`src/rtl/hsst_rst_seq_pkg.sv`:
```
// Shared types for the HSST lane reset sequencer.
// Sequencer phase encoding and retry counter width.
package hsst_rst_seq_pkg;

    typedef enum logic [2:0] {
        PLL_RST   = 3'd0,
        WAIT_LOCK = 3'd1,
        TX_DLY    = 3'd2,
        WAIT_CDR  = 3'd3,
        RX_DLY    = 3'd4,
        DONE      = 3'd5
    } seq_state_t;

    localparam int RETRY_W = 4;
    localparam logic [RETRY_W-1:0] RETRY_MAX = '1;
    localparam logic [RETRY_W-1:0] RETRY_ONE = {{(RETRY_W-1){1'b0}}, 1'b1};

endpackage

```
`src/rtl/hsst_rst_seq_tmr_v1_0.sv`:
```
// Clearable saturating phase/timeout counter with terminal compare.
// Shared by every timed phase of the reset sequencer.
module hsst_rst_seq_tmr_v1_0
    import hsst_rst_seq_pkg::*;
#(
    parameter int W = 16
) (
    input  logic         clk,
    input  logic         rst_n,
    input  logic         clr,
    input  logic [W-1:0] term,
    output logic [W-1:0] cnt,
    output logic         hit
);

    localparam logic [W-1:0] ONE = {{(W-1){1'b0}}, 1'b1};

    always_ff @(posedge clk or negedge rst_n) begin
        if (!rst_n) begin
            cnt <= '0;
        end else if (clr) begin
            cnt <= '0;
        end else if (cnt != '1) begin
            cnt <= cnt + ONE;
        end
    end

    assign hit = (cnt == term);

endmodule

```
`src/rtl/hsst_rst_seq_gen_v1_0.sv`:
```
// HSST/PIPE lane reset sequencer: orders pll_rst, tx_rst, rx_rst.
// Optional WAIT_LOCK/WAIT_CDR timeout enabled by HSST_RST_TIMEOUT_EN.
module hsst_rst_seq_gen_v1_0
    import hsst_rst_seq_pkg::*;
#(
    parameter int                    CNTR_WIDTH     = 16,
    parameter logic [CNTR_WIDTH-1:0] PLL_RST_CYCLES = 16'd64,
    parameter logic [CNTR_WIDTH-1:0] TX_DLY_CYCLES  = 16'd32,
    parameter logic [CNTR_WIDTH-1:0] RX_DLY_CYCLES  = 16'd32,
    parameter logic [CNTR_WIDTH-1:0] TIMEOUT_CYCLES = 16'hFFFF,
    parameter logic                  ACTIVE_HIGH    = 1'b1
) (
    input  logic               clk,
    input  logic               rst_n,
    input  logic               rst_req,
    input  logic               pll_lock_deb,
    input  logic               cdr_rdy_deb,
    output logic               pll_rst,
    output logic               tx_rst,
    output logic               rx_rst,
    output logic               rst_done,
    output logic               timeout_err,
    output logic [RETRY_W-1:0] retry_cnt
);

    localparam logic [CNTR_WIDTH-1:0] ONE = {{(CNTR_WIDTH-1){1'b0}}, 1'b1};

    seq_state_t            state;
    seq_state_t            nxt;
    logic [CNTR_WIDTH-1:0] cnt;
    logic [CNTR_WIDTH-1:0] term;
    logic                  hit;
    logic                  clr;
    logic                  lock_loss;
    logic                  tmo;
    logic                  pll_q;
    logic                  tx_q;
    logic                  rx_q;
    logic                  done_q;

    hsst_rst_seq_tmr_v1_0 #(
        .W(CNTR_WIDTH)
    ) u_tmr (
        .clk  (clk),
        .rst_n(rst_n),
        .clr  (clr),
        .term (term),
        .cnt  (cnt),
        .hit  (hit)
    );

    // Terminal count is phase length minus one: cnt starts at 0 on entry.
    always_comb begin
        term = TIMEOUT_CYCLES - ONE;
        case (state)
            PLL_RST: term = PLL_RST_CYCLES - ONE;
            TX_DLY:  term = TX_DLY_CYCLES - ONE;
            RX_DLY:  term = RX_DLY_CYCLES - ONE;
            default: term = TIMEOUT_CYCLES - ONE;
        endcase
    end

    assign lock_loss = !pll_lock_deb &&
                       (state == TX_DLY || state == WAIT_CDR ||
                        state == RX_DLY || state == DONE);

`ifdef HSST_RST_TIMEOUT_EN
    logic               terr_q;
    logic [RETRY_W-1:0] retry_q;

    assign tmo = hit && !rst_req && !lock_loss &&
                 (state == WAIT_LOCK || state == WAIT_CDR);

    always_ff @(posedge clk or negedge rst_n) begin
        if (!rst_n) begin
            terr_q  <= 1'b0;
            retry_q <= '0;
        end else begin
            terr_q <= tmo;
            if (tmo && retry_q != RETRY_MAX) begin
                retry_q <= retry_q + RETRY_ONE;
            end
        end
    end

    assign timeout_err = terr_q;
    assign retry_cnt   = retry_q;
`else
    assign tmo         = 1'b0;
    assign timeout_err = 1'b0;
    assign retry_cnt   = '0;
`endif

    always_comb begin
        nxt = state;
        if (rst_req || lock_loss || tmo) begin
            nxt = PLL_RST;
        end else begin
            case (state)
                PLL_RST:   if (hit) nxt = WAIT_LOCK;
                WAIT_LOCK: if (pll_lock_deb) nxt = TX_DLY;
                TX_DLY:    if (hit) nxt = WAIT_CDR;
                WAIT_CDR:  if (cdr_rdy_deb) nxt = RX_DLY;
                RX_DLY: begin
                    if (!cdr_rdy_deb) nxt = WAIT_CDR;
                    else if (hit)     nxt = DONE;
                end
                DONE:      if (!cdr_rdy_deb) nxt = WAIT_CDR;
                default:   nxt = PLL_RST;
            endcase
        end
    end

    // A held rst_req re-enters PLL_RST each cycle, so cnt must clear too.
    assign clr = rst_req || (nxt != state);

    always_ff @(posedge clk or negedge rst_n) begin
        if (!rst_n) begin
            state  <= PLL_RST;
            pll_q  <= 1'b1;
            tx_q   <= 1'b1;
            rx_q   <= 1'b1;
            done_q <= 1'b0;
        end else begin
            state  <= nxt;
            pll_q  <= (nxt == PLL_RST);
            tx_q   <= (nxt == PLL_RST || nxt == WAIT_LOCK || nxt == TX_DLY);
            rx_q   <= (nxt != DONE);
            done_q <= (nxt == DONE);
        end
    end

    assign pll_rst  = ACTIVE_HIGH ? pll_q : ~pll_q;
    assign tx_rst   = ACTIVE_HIGH ? tx_q : ~tx_q;
    assign rx_rst   = ACTIVE_HIGH ? rx_q : ~rx_q;
    assign rst_done = done_q;

endmodule
```
`config.mk`:
```
export PLATFORM = sky130hd
export DESIGN_NAME = hsst_rst_seq_gen_v1_0
export DESIGN_NICKNAME = d
export VERILOG_FILES = /design/src/rtl/hsst_rst_seq_pkg.sv /design/src/rtl/hsst_rst_seq_tmr_v1_0.sv /design/src/rtl/hsst_rst_seq_gen_v1_0.sv
export SDC_FILE = /design/constraint.sdc
export NUM_CORES = 1
export LEC_CHECK = 0
export BUFFER_PORTS_ARGS = -buffer_cell sky130_fd_sc_hd__buf_2
export CORE_MARGIN = 4
export CORE_UTILIZATION = 44
export CTS_CLUSTER_SIZE = 24
export DETAILED_ROUTE_END_ITERATION = 10
export GPL_TIMING_DRIVEN = 0
export SYNTH_ARGS = -nofsm -noshare
export SYNTH_HDL_FRONTEND = slang
export SYNTH_SLANG_ARGS = --single-unit
```
`constraint.sdc`:
```
create_clock -name clk -period 3.45 [get_ports clk]
set_clock_uncertainty 0.05 [all_clocks]
set_input_delay 0.69 -clock clk [delete_from_list [all_inputs] [get_ports clk]]
set_output_delay 0.69 -clock clk [all_outputs]
set_load 0.02 [all_outputs]
```
==> results.json <==
{
  "timing.final.max_slew_violations": 0,
  "htreeDepth": 1,
  "seq_area_um2": 579,
  "relSlewSlack": 0.661,
  "hold_viol_final": 0,
  "grt_use_total": 0.134,
  "drtIter0Drc": 26,
  "fp-row-count": 19,
  "max_freq_mhz": 498,
  "cts_buffers": 3,
  "clock_sinks": 23,
  "grt_max_degree": 24,
  "finalSetupViolCount": 0,
  "r2r_slack_ps": 1440,
  "layout_worst_path_cycle_share": 0.582,
  "die_w_um": 63.2,
  "dp_hpwl_um": 1840,
  "overflow": 0,
  "crit_chain": "or4_1 -> nor4_2 -> nand4_2 -> a21oi_4 -> a211oi_1",
  "start_util": 0.474,
  "io_pins": 14,
  "design.core.area_um2": 2830,
  "critPathMaxFanout": 9,
  "fin_cells": 183,
  "setup_tns_ps": 0,
  "whs_ps": 277,
  "wire_per_inst_um": 13.6,
  "power_mw": 0.434,
  "fp.dieH_um": 63.2,
  "drive_gt1_frac": 0.217,
  "synth_edf_count": 0,
  "synth_top_area_share": 0.373,
  "crit_slowest_cell": "or4_1",
  "via_per_inst": 5.44,
  "worst_slack_ps": 1440,
  "synthCells": 136,
  "cts_resized": 0,
  "r2r_end": "u_tmr.cnt[2]",
  "rr_startpoint": "u_tmr.cnt[7]",
  "fill_cells": 271,
  "cp.required_ps": 3600,
  "synth_cell_types": 44,
  "drc": 0,
  "ys_ff_latch": 23,
  "peakVddDrop_v": 0.000169,
  "postRouteAntennaNets": 0,
  "place_ws_ps": 1440,
  "ys.flop_type": "dfrtp_1",
  "syn_area_per_cell_um2": 9.86,
  "place_area_um2": 1440,
  "clk_pin_slew_ps": 130,
  "hold_path_class": "in -> async",
  "portBuffers": 8,
  "vias": 995,
  "critPathTopFamily": "simple AND/OR/NAND/NOR gates",
  "ys_seq_area_frac": 0.432,
  "yosys-top-cells-area": "dfrtp_1 37%, dfstp_2 5.9%, xor2_1 5.9%, nor2_1 5.6%, xnor2_1 3.3%",
  "first_pass_iters": 4,
  "maxCapViolations": 0,
  "multi_input_area_um2": 703,
  "tritoncts": "built",
  "grt_pass1_vias": 973,
  "dp_cells": 179,
  "antenna_cells": 0,
  "worstPathArrival_ps": 2160,
  "rr_worst_depth": 5,
  "critPathBufInv": 0,
  "cts-root-buf": "clkbuf_4",
  "stdcell_area_um2": 1460,
  "outcome": "complete, no violations",
  "synthArstFlopShare": 1.00,
  "yosysTopAreaCell": "dfrtp_1",
  "cts_hold_buffers": 0,
  "num-nets-final": 159,
  "finalCriticalPeriod_ps": 2010,
  "insertion_delay_ps": 310,
  "antenna_found_initial": 0,
  "routed_wl_um": 2490,
  "syn-cell-area_um2": 1340,
  "area_delta_synth_final_pct": 8.96,
  "end_kind": "flop",
  "clk_path_buf_depth": 2,
  "critPathKind": "reg -> reg",
  "yosysWarnings": 0,
  "rsz0062_at_grt": "no",
  "globalplace.congestion": 0.872,
  "worstMarginPinSlew_ps": 508,
  "postCtsSetupRepairBufs": 0,
  "grt_pass1_wl_um": 4370,
  "cp-start-kind": "flop",
  "die_area_um2": 4000,
  "powerDensity_nw_per_um2": 297,
  "fin_util": 0.517,
  "synth_common_cells": "20 x dfrtp_1, 20 x nor2_1, 9 x xor2_1",
  "p_leak_nw": 0.644,
  "cp_slowest_stage_delay_ps": 550
}
[layout make-up]
type                       instances  area share
tap                               31      0.0265
inverter                           3     0.00771
buffer                             9      0.0428
multi-input combinational        105       0.481
timing repair buffer               8      0.0274
clock buffer                       4      0.0180
sequential                        23       0.396
[registers in the layout, summed over array words and instances, names as in the netlist]
register	cells
pll_rst	1
rst_done	1
rx_rst	1
state	3
tx_rst	1
u_tmr.cnt	16
[routing by layer]
metal | up-vias | share of wire | global-route usage
met1 | 478 | 0.50 | 0.176
met3 | 2 | 0.031 | 0.0178
met4 | 0 | 0.0052 | 0.0566
met2 | 13 | 0.46 | 0.221
li1 | 502 | - | -
met5 | - | 0 | 0
[placed cells by master, fill, tap and decap left out, types with 2 or more instances in the layout]
cell	instances
nand3_1	4
xor2_1	9
or3_1	2
nor2_1	20
o21ai_0	2
a21oi_1	4
buf_4	5
nand4_2	2
dfrtp_1	20
o211ai_1	4
buf_2	10
clkbuf_4	3
a211oi_1	5
nor2b_1	5
nor3_1	3
clkbuf_1	2
inv_1	3
dfstp_2	3
conb_1	5
nand2_1	7
and2_1	2
a31oi_1	2
xnor2_1	5
mux2i_1	3
or4_1	2
[worst max-delay path by stage]
stage,depth (start not counted),startpoint,slack [ps],end
after global routing,5,u_tmr.cnt[7],1300,u_tmr.cnt[6]
after CTS,5,u_tmr.cnt[7],1430,u_tmr.cnt[4]
after detailed placement,7,pll_lock_deb,1440,u_tmr.cnt[11]
final,5,u_tmr.cnt[7],1440,u_tmr.cnt[2]
after global placement,7,pll_lock_deb,1480,u_tmr.cnt[11]
after floorplan,5,u_tmr.cnt[7],1680,u_tmr.cnt[2]
[power by group]
part / switching (mW) / internal [mW] / leakage (nW)
Sequential: 0.00303 / 0.272 / 0.309
Combinational: 0.0214 / 0.0110 / 0.319
Clock: 0.0817 / 0.0451 / 0.0150
Total: 0.106 / 0.328 / 0.644
[kinds of logic after synthesis]
group / count (synthesis) / synth area share
AOI/OAI and AO/OA: 26 / 0.151
xor gates and xnor gates: 14 / 0.0914
adders and majority gates: 1 / 0.00933
buffers and inverters: 12 / 0.0550
DFF: 23 / 0.432
muxes: 3 / 0.0224
other: 1 / 0.00280
and+or+nand+nor: 56 / 0.236
(Power assumes the default switching activity.)
